`src/rtl/mil1553_bus_mux_if.sv`:
```
// mil1553_bus_mux_if
//  Groups the 1553 PHY signals on both sides of the bus mux.
//  Core side: core_tx0/core_tx1/core_en_tx toward the buses, core_rx0/core_rx1 back to the core.
//  Bus side : per-bus bus_rx0/bus_rx1 (asynchronous pins), bus_tx0/bus_tx1/bus_en_tx (pin drivers).
//  slave  : view used by the mux itself.
//  master : view used by whoever drives the core inputs and the receive pins.
interface mil1553_bus_mux_if #(
  parameter int NUM_BUSES = 2
);
  logic                 core_tx0;
  logic                 core_tx1;
  logic                 core_en_tx;
  logic                 core_rx0;
  logic                 core_rx1;
  logic [NUM_BUSES-1:0] bus_rx0;
  logic [NUM_BUSES-1:0] bus_rx1;
  logic [NUM_BUSES-1:0] bus_tx0;
  logic [NUM_BUSES-1:0] bus_tx1;
  logic [NUM_BUSES-1:0] bus_en_tx;

  modport slave (
    input  core_tx0, core_tx1, core_en_tx, bus_rx0, bus_rx1,
    output core_rx0, core_rx1, bus_tx0, bus_tx1, bus_en_tx
  );

  modport master (
    output core_tx0, core_tx1, core_en_tx, bus_rx0, bus_rx1,
    input  core_rx0, core_rx1, bus_tx0, bus_tx1, bus_en_tx
  );
endinterface

```
`src/rtl/mil1553_bus_mux.sv`:
```
// mil1553_bus_mux
//  Fans one 1553 PHY interface out to NUM_BUSES redundant buses. The active bus is only
//  re-selected between transmissions. A transmitter timeout latches a fault that kills
//  every bus driver until cleared. Receive pins are synchronised into aclk.
// Ports
//  aclk, arst  : clock and synchronous active-high reset
//  bus_sel     : requested bus index (out-of-range values are ignored)
//  fault_clr   : clears a latched tx fault once core_en_tx is low
//  phy         : core-side and bus-side PHY signals (slave modport)
//  active_bus  : bus currently routed
//  busy        : high while transmitting
//  tx_fault    : high while the timeout fault is latched
module mil1553_bus_mux #(
  parameter int NUM_BUSES     = 2,
  parameter int CLOCK_SPEED   = 2000000,
  parameter int TX_TIMEOUT_US = 800
) (
  input  logic                         aclk,
  input  logic                         arst,
  input  logic [$clog2(NUM_BUSES)-1:0] bus_sel,
  input  logic                         fault_clr,
  mil1553_bus_mux_if.slave             phy,
  output logic [$clog2(NUM_BUSES)-1:0] active_bus,
  output logic                         busy,
  output logic                         tx_fault
);

  localparam int SELW        = $clog2(NUM_BUSES);
  localparam int TIMEOUT_CYC = int'((64'(CLOCK_SPEED) * 64'(TX_TIMEOUT_US)) / 64'd1000000);
  localparam int TW          = $clog2(TIMEOUT_CYC + 1);

  typedef enum logic [1:0] {
    IDLE  = 2'd0,
    TX    = 2'd1,
    FAULT = 2'd2
  } state_e;

  state_e               state_q, state_d;
  logic [TW-1:0]        timer_q, timer_d;
  logic [SELW-1:0]      active_bus_q, active_bus_d;
  logic [NUM_BUSES-1:0] bus_tx0_q, bus_tx0_d;
  logic [NUM_BUSES-1:0] bus_tx1_q, bus_tx1_d;
  logic [NUM_BUSES-1:0] bus_en_tx_q, bus_en_tx_d;
  logic [NUM_BUSES-1:0] rx0_s1_q, rx0_s1_d, rx0_s2_q, rx0_s2_d;
  logic [NUM_BUSES-1:0] rx1_s1_q, rx1_s1_d, rx1_s2_q, rx1_s2_d;
  logic                 core_rx0_q, core_rx0_d;
  logic                 core_rx1_q, core_rx1_d;
  logic                 sel_ok;
  logic                 tx_route;

  // Bus selection is checked by matching against every legal index, so a
  // non-power-of-two bus count simply ignores the unused codes.
  always_comb begin
    sel_ok = 1'b0;
    for (int i = 0; i < NUM_BUSES; i++) begin
      if (bus_sel == SELW'(i)) sel_ok = 1'b1;
    end
  end

  // The timer saturates rather than wrapping; it is only ever compared
  // against TIMEOUT_CYC-1, reached on the last permitted TX cycle.
  always_comb begin
    state_d      = state_q;
    timer_d      = timer_q;
    active_bus_d = active_bus_q;
    case (state_q)
      IDLE: begin
        timer_d = '0;
        if (sel_ok) active_bus_d = bus_sel;
        if (phy.core_en_tx) state_d = TX;
      end
      TX: begin
        if (!phy.core_en_tx) begin
          state_d = IDLE;
          timer_d = '0;
        end else begin
          if (timer_q == TW'(TIMEOUT_CYC - 1)) state_d = FAULT;
          if (timer_q != TW'(TIMEOUT_CYC)) timer_d = timer_q + TW'(1);
        end
      end
      FAULT: begin
        if (fault_clr && !phy.core_en_tx) begin
          state_d = IDLE;
          timer_d = '0;
        end
      end
      default: begin
        state_d = IDLE;
        timer_d = '0;
      end
    endcase
  end

  // Drivers are routed to the bus being latched on this edge, so the first
  // cycle of a transmission lands on the same bus as the rest of it. Gating on
  // state_d drops en_tx on the very edge that enters FAULT, which caps the
  // enable pulse at TIMEOUT_CYC cycles.
  always_comb begin
    tx_route    = (state_q != FAULT) && (state_d != FAULT);
    bus_tx0_d   = '0;
    bus_tx1_d   = '0;
    bus_en_tx_d = '0;
    for (int i = 0; i < NUM_BUSES; i++) begin
      if (tx_route && (active_bus_d == SELW'(i))) begin
        bus_tx0_d[i]   = phy.core_tx0;
        bus_tx1_d[i]   = phy.core_tx1;
        bus_en_tx_d[i] = phy.core_en_tx;
      end
    end
  end

  // Two-flop synchroniser per pin, then a registered mux on the routed bus.
  always_comb begin
    rx0_s1_d   = phy.bus_rx0;
    rx1_s1_d   = phy.bus_rx1;
    rx0_s2_d   = rx0_s1_q;
    rx1_s2_d   = rx1_s1_q;
    core_rx0_d = 1'b0;
    core_rx1_d = 1'b0;
    for (int i = 0; i < NUM_BUSES; i++) begin
      if (active_bus_q == SELW'(i)) begin
        core_rx0_d = rx0_s2_q[i];
        core_rx1_d = rx1_s2_q[i];
      end
    end
  end

  always_ff @(posedge aclk) begin
    if (arst) begin
      state_q      <= IDLE;
      timer_q      <= '0;
      active_bus_q <= '0;
      bus_tx0_q    <= '0;
      bus_tx1_q    <= '0;
      bus_en_tx_q  <= '0;
      rx0_s1_q     <= '0;
      rx0_s2_q     <= '0;
      rx1_s1_q     <= '0;
      rx1_s2_q     <= '0;
      core_rx0_q   <= 1'b0;
      core_rx1_q   <= 1'b0;
    end else begin
      state_q      <= state_d;
      timer_q      <= timer_d;
      active_bus_q <= active_bus_d;
      bus_tx0_q    <= bus_tx0_d;
      bus_tx1_q    <= bus_tx1_d;
      bus_en_tx_q  <= bus_en_tx_d;
      rx0_s1_q     <= rx0_s1_d;
      rx0_s2_q     <= rx0_s2_d;
      rx1_s1_q     <= rx1_s1_d;
      rx1_s2_q     <= rx1_s2_d;
      core_rx0_q   <= core_rx0_d;
      core_rx1_q   <= core_rx1_d;
    end
  end

  assign phy.bus_tx0   = bus_tx0_q;
  assign phy.bus_tx1   = bus_tx1_q;
  assign phy.bus_en_tx = bus_en_tx_q;
  assign phy.core_rx0  = core_rx0_q;
  assign phy.core_rx1  = core_rx1_q;
  assign active_bus    = active_bus_q;
  assign busy          = (state_q == TX);
  assign tx_fault      = (state_q == FAULT);

endmodule

```
`src/flat_wrapper.sv`:
```
// flat-port wrapper written by rule: the top's interface ports become plain ports
module mil1553_bus_mux_flat 
#(
  parameter int NUM_BUSES     = 2,
  parameter int CLOCK_SPEED   = 2000000,
  parameter int TX_TIMEOUT_US = 800
)
  (aclk, arst, bus_sel, fault_clr, active_bus, busy, tx_fault, phy_core_tx0, phy_core_tx1, phy_core_en_tx, phy_bus_rx0, phy_bus_rx1, phy_core_rx0, phy_core_rx1, phy_bus_tx0, phy_bus_tx1, phy_bus_en_tx);
  mil1553_bus_mux_if #(.NUM_BUSES(NUM_BUSES)) phy_i ();
  input  logic aclk;
  input  logic arst;
  input  logic [$clog2(NUM_BUSES)-1:0] bus_sel;
  input  logic fault_clr;
  output logic [$clog2(NUM_BUSES)-1:0] active_bus;
  output logic busy;
  output logic tx_fault;
  input wire logic [$bits(phy_i.core_tx0)-1:0] phy_core_tx0;
  input wire logic [$bits(phy_i.core_tx1)-1:0] phy_core_tx1;
  input wire logic [$bits(phy_i.core_en_tx)-1:0] phy_core_en_tx;
  input wire logic [$bits(phy_i.bus_rx0)-1:0] phy_bus_rx0;
  input wire logic [$bits(phy_i.bus_rx1)-1:0] phy_bus_rx1;
  output wire logic [$bits(phy_i.core_rx0)-1:0] phy_core_rx0;
  output wire logic [$bits(phy_i.core_rx1)-1:0] phy_core_rx1;
  output wire logic [$bits(phy_i.bus_tx0)-1:0] phy_bus_tx0;
  output wire logic [$bits(phy_i.bus_tx1)-1:0] phy_bus_tx1;
  output wire logic [$bits(phy_i.bus_en_tx)-1:0] phy_bus_en_tx;
  assign phy_i.core_tx0 = phy_core_tx0;
  assign phy_i.core_tx1 = phy_core_tx1;
  assign phy_i.core_en_tx = phy_core_en_tx;
  assign phy_i.bus_rx0 = phy_bus_rx0;
  assign phy_i.bus_rx1 = phy_bus_rx1;
  assign phy_core_rx0 = phy_i.core_rx0;
  assign phy_core_rx1 = phy_i.core_rx1;
  assign phy_bus_tx0 = phy_i.bus_tx0;
  assign phy_bus_tx1 = phy_i.bus_tx1;
  assign phy_bus_en_tx = phy_i.bus_en_tx;
  mil1553_bus_mux #(.NUM_BUSES(NUM_BUSES), .CLOCK_SPEED(CLOCK_SPEED), .TX_TIMEOUT_US(TX_TIMEOUT_US)) u_core (.aclk(aclk), .arst(arst), .bus_sel(bus_sel), .fault_clr(fault_clr), .phy(phy_i), .active_bus(active_bus), .busy(busy), .tx_fault(tx_fault));
endmodule
```
`config.mk`:
```
export PLATFORM = sky130hd
export DESIGN_NAME = mil1553_bus_mux_flat
export DESIGN_NICKNAME = d
export VERILOG_FILES = /design/src/rtl/mil1553_bus_mux_if.sv /design/src/rtl/mil1553_bus_mux.sv /design/src/flat_wrapper.sv
export SDC_FILE = /design/constraint.sdc
export NUM_CORES = 1
export LEC_CHECK = 0
export CORE_UTILIZATION = 64
export DETAILED_ROUTE_END_ITERATION = 7
export DONT_BUFFER_PORTS = 1
export GPL_TIMING_DRIVEN = 0
export PLACE_DENSITY_LB_ADDON = 0.15
export SLEW_MARGIN = 20
export SYNTH_ARGS = -nofsm -noshare
export SYNTH_HDL_FRONTEND = slang
export SYNTH_SLANG_ARGS = --single-unit
export TNS_END_PERCENT = 20
```
`constraint.sdc`:
```
create_clock -name aclk -period 3 [get_ports aclk]
set_input_delay 0.3 -clock aclk [delete_from_list [all_inputs] [get_ports aclk]]
set_output_delay 0.3 -clock aclk [all_outputs]
set_load 0.01 [all_outputs]
```
Word level (Yosys, flattened, before mapping)
Index checks and enable logic that the tools add are counted.
{"block": "word_totals", "ff_bits": 30, "out_inout_bits": 11}
{"block": "op_classes", "mux": 12, "n_reduce_logical": 9, "bitwise_logic": 3, "n_eq_ne": 8, "addsub": 1}
{"cell": "two-way mux 11 bit", "n": 3}
{"cell": "one-hot mux 11 bit (2 select lines)", "n": 1}
{"cell": "adder 11 x 1 -> 11 bit, second input constant", "n": 1}
{"cell": "== test 11 bit, second input constant", "n": 1}
{"cell": "inequality test 11 bit, second input constant", "n": 1}
{"cell": "two-way mux 2 bit", "n": 4}
{"cell": "one-hot mux 2 bit (3 select lines)", "n": 1}
{"cell": "logical AND 1 bit", "n": 4}
{"cell": "inequality test 2 bit, second input constant", "n": 2}
{"cell": "OR reduction 2 bit", "n": 2}
{"cell": "two-way mux 1 bit", "n": 3}
{"cell": "inequality test 3 x 2 -> 1 bit, second input constant", "n": 1}
{"cell": "inverter 1 bit", "n": 3}
{"cell": "== test 2 x 1 -> 1 bit, second input constant", "n": 1}
{"cell": "== test 2 bit, second input constant", "n": 1}
{"cell": "zero test 2 bit", "n": 1}
{"cell": "inequality test 2 x 1 -> 1 bit, second input constant", "n": 1}
{"cell": "AND reduction 2 bit", "n": 1}
{"cell": "zero test 1 bit", "n": 1}

Logic depth before layout (Yosys ltp)
Gate-level depths: netlist (run 1).
{"block": "depth", "depth_word": 9, "ltp_mapped": 5, "mapped_depth_nobuf": 5}

Worst setup path after synthesis (run 1)
Ideal clock, no wire load.
{"block": "synth_timing", "path_kind": "reg-to-reg", "from": "register u_core.timer_q[0]", "to": "register u_core.bus_en_tx_q[0], in the netlist u_core.phy.bus_en_tx[0]", "synth_period_minus_slack_ns": 1.385, "required_ns": 2.885, "setup_ns": 0.115, "path_buffers": 0, "arrival_time_ns": 1.270, "slack_ns": 1.615, "stages_incl_launch_ff": 6, "cell_sequence": "dfxtp_1 ha_1 nand4b_1 nor4_2 nor2b_1 and3_1"}
{"block": "synth_between", "elab_chain_len": 9}
{"element": "start, declared", "line_no": "mil1553_bus_mux.sv:39", "source": "logic [TW-1:0] timer_q, timer_d;"}
{"element": "start signal, assigned", "line_no": "mil1553_bus_mux.sv:144", "source": "timer_q <= timer_d;"}
{"element": "== test 11 bit", "line_no": "mil1553_bus_mux.sv:77", "source": "if (timer_q == TW'(TIMEOUT_CYC - 1)) state_d = FAULT;"}
{"element": "two-way mux 2 bit", "line_no": "mil1553_bus_mux.sv:77"}
{"element": "two-way mux 2 bit", "line_no": "mil1553_bus_mux.sv:73", "source": "if (!phy.core_en_tx) begin"}
{"element": "one-hot mux 2 bit (3 select lines)", "line_no": "mil1553_bus_mux.sv:66", "source": "case (state_q)"}
{"element": "inequality test 2 bit", "line_no": "mil1553_bus_mux.sv:99", "source": "tx_route = (state_q != FAULT) && (state_d != FAULT);"}
{"element": "logical AND 1 bit", "line_no": "mil1553_bus_mux.sv:99"}
{"element": "logical AND 1 bit", "line_no": "mil1553_bus_mux.sv:104", "source": "if (tx_route && (active_bus_d == SELW'(i))) begin"}
{"element": "inverter 1 bit (no line)"}
{"element": "OR reduction 2 bit (no line)"}
{"element": "end signal, assigned", "line_no": "mil1553_bus_mux.sv:148", "source": "bus_en_tx_q <= bus_en_tx_d;"}
{"element": "end, declared", "line_no": "mil1553_bus_mux.sv:43", "source": "logic [NUM_BUSES-1:0] bus_en_tx_q, bus_en_tx_d;"}
Every way passes these cells.
A chain may end at the register's enable or synchronous reset.

Worst setup path in the final report (run 1)
{"block": "layout_timing", "from": "register u_core.timer_q[1]", "to": "register u_core.bus_tx1_q[0], in the netlist u_core.phy.bus_tx1[0]"}
{"block": "layout_between", "elab_chain_len": 9}
{"element": "== test 11 bit", "line_no": "mil1553_bus_mux.sv:77"}
{"element": "two-way mux 2 bit", "line_no": "mil1553_bus_mux.sv:77"}
{"element": "two-way mux 2 bit", "line_no": "mil1553_bus_mux.sv:73"}
{"element": "one-hot mux 2 bit (3 select lines)", "line_no": "mil1553_bus_mux.sv:66"}
{"element": "inequality test 2 bit", "line_no": "mil1553_bus_mux.sv:99"}
{"element": "logical AND 1 bit", "line_no": "mil1553_bus_mux.sv:99"}
{"element": "logical AND 1 bit", "line_no": "mil1553_bus_mux.sv:104"}
{"element": "inverter 1 bit (no line)"}
{"element": "OR reduction 2 bit (no line)"}
{"element": "end signal, assigned", "line_no": "mil1553_bus_mux.sv:147", "source": "bus_tx1_q <= bus_tx1_d;"}
{"element": "end, declared", "line_no": "mil1553_bus_mux.sv:42", "source": "logic [NUM_BUSES-1:0] bus_tx1_q, bus_tx1_d;"}
Every way passes these cells.

==> qor.yml, run 1 <==
status: "completed"
synth_seq_area_share_pct: 49.69
cts_tree: "built"
syn_to_final_growth_pct: 11.80
synth_nets: 137
clock_sinks: 30
die_h_um: 45.46
diodes: 0
rows: 15
die_area_um2: 2066
cts.clk_slew.worst_paths_ns: 0.09
r2r_start: "u_core.timer_q[1]"
power_frac_clock_pct: 48.5
vias: 881
r2r_cells: 5
dr.first_iter.drc_count: 13
synth.avg_cell_area_um2: 9.747
dpl.cell_count: 149
grt_max_degree: 11
finalNonFillerCells: 157
yosysUniqueCellTypes: 30
start_util_pct: 69.25
worst_setup_path_end_kind: "flip-flop"
overflow: 0
cellLeakagePower_uw: 0.0005182
r2r_end: "u_core.phy.bus_tx1[0]"
finalSetupViolCount: 0
wl_um: 2106
tns_ns: 0
timing.fmax_mhz: 622.3
crit_family: "simple AND/OR/NAND/NOR gates"
combPwrFrac_pct: 2.9
worstMarginPinSlew_ns: 0.4237
die_width_um: 45.46
worst-path-buf-inv: 0
worstSkewPairLatency_ns: 0.33
htreeDepth: 2
post_cts_resized: 0
min_to: "u_core.rx0_s1_q[1]"
relSlewSlack_pct: 71.75
clock_path_buffers: 2
synth-seq-cells: 30
num_io_pins: 22
syn_inst: 124
cts_hold_buf: 0
critPathMaxStageDelay_ns: 0.39
cts_buffers: 5
wl_per_cell_um: 13.41
grt_usage_pct: 23.71
synth_warnings: 0
drive_above_1_share_pct: 11.36
viasPerCell: 5.611
dp_slack_ns: 1.440
port-buffer-count: 0
hpwl_um: 1437
powerDensity_nw_per_um2: 636.6
whs_path_depth: 1
ant_nets: 0
hold_slack_ns: 0.02188
setup_ws_ns: 1.393
power.switching_uw: 157.5
grt_pass1_vias: 789
p_seq_share_pct: 48.6
start_kind: "flip-flop"
vdd_ir_drop_max_uv: 497.9
hold_path.class: "in -> reg"
cp_slowest_cell: "dfxtp_1"
fin_nets: 144
cts_setup_buffers: 0
firstDrtPassIters: 4
antenna_found_initial: 0
drc_errors: 0
root_buffer: "clkbuf_4"
grt_pass1_wl_um: 3394
post-route-min-period_ns: 1.607
core-area_um2: 1745
clock_skew_ns: 0.006984
r2r_slack_ns: 1.39
internal_power_uw: 702.8
crit_type: "reg -> reg"
crit_chain: "ha_1 -> nand4b_1 -> nor4_2 -> nor2b_1 -> and3_1"
cp_data_required_time_ns: 3.23
gp_congestion: 0.7856
netlist_area_um2: 1209
fin_crit_sh_pct: 53.56
cap_violations: 0
rsz0062_at_grt: "no"
finalHoldViolations: 0
crit_arrival_ns: 1.84
crit_fanout: 6
sw_frac_of_total_pct: 18.31
min_from: "arst"
slew_viol_final: 0
[Yosys cell counts, drive strengths merged]
master / n / area (um^2)
a2111o: 1 / 11.26
a21oi: 6 / 30.03
and2b: 1 / 8.760
and3: 9 / 61.31
buf: 2 / 15.01
clkbuf: 1 / 3.750
dfxtp: 30 / 600.6
ha: 2 / 25.02
inv: 5 / 18.77
mux2i: 5 / 50.05
nand2: 3 / 11.26
nand2b: 2 / 12.51
nand3: 5 / 25.02
nand3b: 1 / 7.510
nand4: 1 / 6.260
nand4b: 1 / 8.760
nand4bb: 1 / 11.26
nor2: 15 / 56.30
nor2b: 10 / 62.56
nor3: 2 / 10.01
nor4: 2 / 18.77
o2111ai: 5 / 61.31
o21ai: 6 / 30.02
or3: 3 / 18.77
or3b: 1 / 8.760
xor2: 4 / 35.03
[power groups by stage]
stage                     logic [uW]  clock network, uW  registers (uW)
after global routing            28.3                439             419
after floorplan                 20.6                  0             426
after CTS                       25.5                425             418
after detailed placement        24.9                  0             427
after global placement          24.1                  0             426
final                           25.3                417             418
[metrics by stage]
step / util (%) / power, uW / instance area [um^2]
finish: 77.42 / 860.3 / 1351
floorplan: - / 446.4 / 1209
global route: 77.42 / 886.8 / 1351
global placement: 71.04 / 450.6 / 1240
CTS: 77.42 / 868.0 / 1351
detailed placement: 71.04 / 451.9 / 1240
[registers in the layout, indices dropped and copies added (netlist names)]
register	count
u_core.rx0_s2_q	2
u_core.timer_q	11
u_core.state_q	2
u_core.phy.bus_en_tx	2
u_core.phy.core_rx0	1
u_core.active_bus	1
u_core.phy.bus_tx1	2
u_core.rx1_s2_q	2
u_core.phy.bus_tx0	2
u_core.rx1_s1_q	2
u_core.phy.core_rx1	1
u_core.rx0_s1_q	2
[kinds of logic (layout without fill, tap and decap cells)]
kind of cell	count (synthesis)	count (layout)	synth area share, %
AND/OR/NAND/NOR	57	57	27.12
flip-flops	30	30	49.69
AO/OA/AOI/OAI	18	18	10.97
buffers and inverters	8	16	3.105
multiplexers	5	5	4.141
XOR/XNOR	4	4	2.898
adder cells (fa/ha/maj)	2	2	2.070
[cells in the final DEF, fill, tap and decap left out, types with 2 or more instances in the layout]
cell type and instances:
nor3_1 2, inv_1 5, ha_1 2, mux2i_1 5, nand2_1 3, o2111ai_1 4, or3_1 3, nand2b_1 2
nand3_1 5, nor2_1 15, dfxtp_1 30, a21oi_1 6, nor2b_1 10, xor2_1 4, and3_1 8, clkbuf_4 5
o21ai_0 5, bufinv_16 2, buf_4 2
[how the worst max path moves through the flow]
stage                            startpoint                       to  slack (ns)  depth (start not counted)
after CTS                 u_core.timer_q[0]    u_core.phy.bus_tx1[0]        1.41                          5
after global routing      u_core.timer_q[0]    u_core.phy.bus_tx1[0]        1.24                          5
after floorplan           u_core.timer_q[0]  u_core.phy.bus_en_tx[0]        1.61                          5
final                     u_core.timer_q[1]    u_core.phy.bus_tx1[0]        1.39                          5
after global placement    u_core.timer_q[0]  u_core.phy.bus_en_tx[0]        1.43                          5
after detailed placement  u_core.timer_q[0]    u_core.phy.bus_tx1[0]        1.44                          5
[cell type report]
type,count,area [um^2]
clock inverters,2,60.06
clock buffers,6,51.30
well taps,25,31.28
inverters,5,18.77
plain buffers,3,18.77
flip-flops and latches,30,600.6
fillers,117,394.1
multi-input cells,86,570.5
[routing by layer]
| metal | GRT usage (%) | vias up | routed length, um |
|---|---|---|---|
| met3 | 10.32 | 5 | 127 |
| li1 | - | 447 | - |
| met5 | 0 | - | 0 |
| met1 | 27.00 | 400 | 949 |
| met4 | 10.91 | 0 | 42 |
| met2 | 38.00 | 29 | 987 |
(Power assumes the default switching activity.)
==> run 2, diff against run 1 <==
- CORE_UTILIZATION: 64 -> 60
- clock period: 3 -> 1.7 ns (I/O delays scaled with it)
==> qor.yml, run 2 (synthesized netlist as in run 1, its figures left out) <==
critPathMaxStageDelay_ns: 0.40  # about the same
cp_slowest_cell: "dfxtp_1"
die_width_um: 46.88  # +3.1%
drive_above_1_share_pct: 11.43  # +0.065 points
hpwl_um: 1525  # +6.1%
gp_congestion: 0.7696  # -2.0%
ant_nets: 0  # unchanged
final_common_cell: "dfxtp_1"
crit_chain: "ha_2 -> nand4b_1 -> nor4_4 -> nor2b_1 -> and3_1"
grt_pass1_vias: 912  # +16%
fin_crit_sh_pct: 92.07  # +39 points
firstDrtPassIters: 4  # unchanged
vias: 970  # +10%
status: "completed"
cellLeakagePower_uw: 0.0005584  # +7.8%
clock_sinks: 30  # unchanged
syn_to_final_growth_pct: 19.36
grt_usage_pct: 25.93  # +2.2 points
crit_fanout: 6  # unchanged
cp_data_required_time_ns: 1.93  # -1.30 ns
crit_type: "reg -> reg"
clock_skew_ns: 0.008705  # +0.001721 ns
rows: 15  # unchanged
rsz0062_at_grt: "no"
diodes: 0  # unchanged
dp_slack_ns: 0.1170  # -1.323 ns
final_cell_mix: "dfxtp_1, nor2_1, nor2b_1, and3_1, dlygate4sd3_1"
num_io_pins: 22  # unchanged
htreeDepth: 2  # unchanged
antenna_found_initial: 0  # unchanged
post-route-min-period_ns: 1.565  # -0.04178 ns
grt_max_degree: 11  # unchanged
largest-register: "u_core.timer_q"
wl_per_cell_um: 14.71  # +9.7%
die_h_um: 46.88  # +3.1%
cts.clk_slew.worst_paths_ns: 0.10  # about the same
hold_path.class: "in -> reg"
wl_um: 2427  # +15%
grt_pass1_wl_um: 3774  # +11%
timing.fmax_mhz: 638.9  # +2.7%
port-buffer-count: 0  # unchanged
powerDensity_nw_per_um2: 1076  # +69%
fin_nets: 152  # +5.6%
start_kind: "flip-flop"
finalSetupViolCount: 0  # unchanged
setup_ws_ns: 0.1349  # -1.258 ns
root_buffer: "clkbuf_4"
start_util_pct: 67.08  # -2.2 points
cts_buffers: 5  # unchanged
largest_reg_flops: 11  # unchanged
dpl.cell_count: 149  # unchanged
core-area_um2: 1802  # +3.2%
relSlewSlack_pct: 72.65  # +0.89 points
tns_ns: 0  # unchanged
dr.first_iter.drc_count: 10  # -3
finalNonFillerCells: 165  # +5.1%
vdd_ir_drop_max_uv: 877.1  # +76%
overflow: 0  # unchanged
clock_path_buffers: 2  # unchanged
die_area_um2: 2198  # +6.4%
finalHoldViolations: 0  # unchanged
viasPerCell: 5.879  # +4.8%
cap_violations: 0  # unchanged
worstSkewPairLatency_ns: 0.33  # about the same
cts_tree: "built"
worstMarginPinSlew_ns: 0.4103  # -0.01340 ns
crit_arrival_ns: 1.80  # -0.04 ns
drc_errors: 0  # unchanged
worst_setup_path_end_kind: "flip-flop"
slew_viol_final: 0  # unchanged
==> run 2: changes by cell type in the layout (fill, tap and decap cells not counted) <==
cell | before | now
nor4_4 | 0 | 1
nor4_2 | 1 | 0
ha_2 | 0 | 1
ha_1 | 2 | 1
dlygate4sd3_1 | 0 | 8
==> run 2: critical path, delay by kind of cell (launching register included) <==
kind / cells / cell delay (ns)
adder cells (fa/ha/maj): 1 / 0.27
flip-flops: 1 / 0.40
AND/OR/NAND/NOR: 4 / 0.80
==> run 2: final timing paths <==
check	start	to	slack, ns	depth (start not counted)
worst max-delay path	u_core.timer_q[1]	u_core.phy.bus_tx0[0]	0.13	5
worst min-delay path	bus_sel	u_core.active_bus	0.03	2
worst max register to register	u_core.timer_q[1]	u_core.phy.bus_tx0[0]	0.13	5
worst min register to register	u_core.rx0_s1_q[1]	u_core.rx0_s2_q[1]	0.44	1
==> run 2: metrics by stage <==
step           instance area (um^2)  power (uW)  utilization [%]  hold slack, ns
3_3_place_gp                   1240       795.1            68.82          0.2436
4_1_cts                        1431        1556            79.44         0.01737
6_report                       1443        1552            80.07         0.03257
3_5_place_dp                   1240       797.8            68.82          0.2436
2_1_floorplan                  1209       787.7                -          0.2416
5_1_grt                        1443        1598            80.07         0.02907
==> run 2: what timing repair did <==
action,CTS,global route
hold buffers,8,0
hold endpoints to repair,12,0
setup endpoints to repair,0,6
resized for setup,0,2
buffers inserted,0,0
==> run 2: routing by layer <==
layer / GRT usage, % / routed length (um) / part of all wire [%]
met5: 0 / 0 / 0
met3: 13.46 / 165 / 6.8
met1: 23.22 / 925 / 38
met2: 46.94 / 1297 / 53
met4: 13.71 / 38 / 1.6
==> run 2: layout make-up <==
class / count / area (um^2)
clock buffer: 6 / 51.30
fill: 118 / 359.1
sequential: 30 / 600.6
clock inverter: 2 / 60.06
buffer: 3 / 18.77
multi-input combinational: 86 / 581.8
inverter: 5 / 18.77
tap: 25 / 31.28
timing repair buffer: 8 / 80.08
==> run 2: report_power, final <==
group	switching, uW	internal [uW]	leakage, uW
sequential	13.9	723	0.000245
combinational	31.5	31.1	0.000255
clock	254	498	0.0000585
total	299	1250	0.000558
==> run 3, diff against run 2 <==
- CTS_CLUSTER_SIZE: unset -> 30
- GPL_TIMING_DRIVEN: 0 -> unset
==> qor.yml, run 3 (synthesized netlist as in run 1, its figures left out) <==
dp_slack_ns: 0.2086  # +0.09160 ns
final_common_cell: "dfxtp_1"
cts.clk_slew.worst_paths_ns: 0.09  # about the same
grt_usage_pct: 22.77  # -3.2 points
worstSkewPairLatency_ns: 0.32  # about the same
cap_violations: 0  # unchanged
syn_to_final_growth_pct: 18.12
cp_data_required_time_ns: 1.95  # +0.02 ns
die_area_um2: 2198  # unchanged
dr.first_iter.drc_count: 22  # +12
fin_nets: 151  # -0.66%
largest_reg_flops: 11  # unchanged
crit_type: "reg -> reg"
rsz0062_at_grt: "no"
clock_path_buffers: 2  # unchanged
cts_tree: "built"
cellLeakagePower_uw: 0.0005515  # -1.2%
post-route-min-period_ns: 1.492  # -0.07341 ns
antenna_found_initial: 0  # unchanged
finalSetupViolCount: 0  # unchanged
setup_ws_ns: 0.2083  # +0.07341 ns
post_cts_resized: 0  # unchanged
crit_fanout: 8  # +2
gp_congestion: 0.8101  # +5.3%
powerDensity_nw_per_um2: 1075  # about the same
timing.fmax_mhz: 670.4  # +4.9%
cts_buffers: 5  # unchanged
grt_util_met1_pct: 26.60  # +3.4 points
rows: 15  # unchanged
fin_crit_sh_pct: 87.75  # -4.3 points
clock_sinks: 30  # unchanged
root_buffer: "clkbuf_4"
finalPower_uw: 1535  # -1.1%
relSlewSlack_pct: 67.88  # -4.8 points
drive_above_1_share_pct: 10.79  # -0.64 points
top_usage_layer: "met2"
drc_errors: 0  # unchanged
core-area_um2: 1802  # unchanged
vdd_ir_drop_max_uv: 876.0  # -0.13%
wl_per_cell_um: 13.21  # -10%
grt_max_degree: 15  # +4
diodes: 0  # unchanged
largest-register: "u_core.timer_q"
worstMarginPinSlew_ns: 0.4802  # +0.06989 ns
ant_nets: 0  # unchanged
num_io_pins: 22  # unchanged
tns_ns: 0  # unchanged
viasPerCell: 5.524  # -6.0%
clock_skew_ns: 0.004421  # -0.004284 ns
slew_viol_final: 0  # unchanged
finalHoldViolations: 0  # unchanged
hold_path.class: "in -> reg"
grtUsageMet3_pct: 8.846  # -4.6 points
die_width_um: 46.88  # unchanged
port-buffer-count: 0  # unchanged
hold_slack_ns: 0.05510  # +0.02253 ns
wl_um: 2166  # -11%
crit_arrival_ns: 1.74  # -0.06 ns
final_cell_mix: "dfxtp_1, nor2_1, nor2b_1, and3_1, dlygate4sd3_1"
grt_pass1_vias: 833  # -8.7%
status: "completed"
die_h_um: 46.88  # unchanged
worst_setup_path_end_kind: "flip-flop"
htreeDepth: 2  # unchanged
start_util_pct: 67.08  # unchanged
grtUsageMet2_pct: 37.78  # -9.2 points
start_kind: "flip-flop"
firstDrtPassIters: 4  # unchanged
hpwl_um: 1413  # -7.3%
grt_pass1_wl_um: 3394  # -10%
overflow: 0  # unchanged
fin_util_pct: 79.24  # -0.83 points
vias: 906  # -6.6%
## run 3: power breakdown
group,switching [uW],leakage [uW],total [uW],internal (uW)
logic,29.8,0.000248,61.5,31.7
clock network,239,0.0000585,737,498
registers,13.6,0.000245,737,723
## run 3: worst max-delay path: stages, from the launching register on
cell,delay (ns)
dfxtp_1,0.38
nand2b_1,0.33
o2111ai_4,0.19
or3_1,0.37
a21oi_1,0.16
## run 3: repair_timing
item,in CTS,in global routing
setup buffers,0,0
hold buffers,8,0
endpoints found under the hold margin,20,0
## run 3: cell type report
cell class                      count  area (um^2)
Sequential cell                    30        600.6
Fill cell                         139        374.1
Multi-Input combinational cell     86        570.5
Inverter                            5        18.77
Timing Repair Buffer               10        95.09
Clock inverter                      2        60.06
Clock buffer                        6        51.30
Tap cell                           25        31.28
## run 3: final timing paths
kind | startpoint | endpoint | slack, ns | cells after the start
setup / recovery | u_core.state_q[0] | u_core.timer_q[8] | 0.21 | 4
hold / removal | bus_sel | u_core.active_bus | 0.06 | 2
setup reg to reg | u_core.state_q[0] | u_core.timer_q[8] | 0.21 | 4
hold reg to reg | u_core.rx0_s1_q[1] | u_core.rx0_s2_q[1] | 0.44 | 1
## run 3: routing by layer
| metal | part of all wire [%] | routed length (um) |
|---|---|---|
| met3 | 5.7 | 123 |
| met1 | 44 | 953 |
| met5 | 0 | 0 |
| met4 | 1.2 | 26 |
| met2 | 49 | 1062 |
## run 3: through the flow
step	cells	area, um^2
floorplan	124	1209
global placement	148	1236
detailed placement	148	1236
CTS	164	1428
global route	164	1428
finish	164	1428
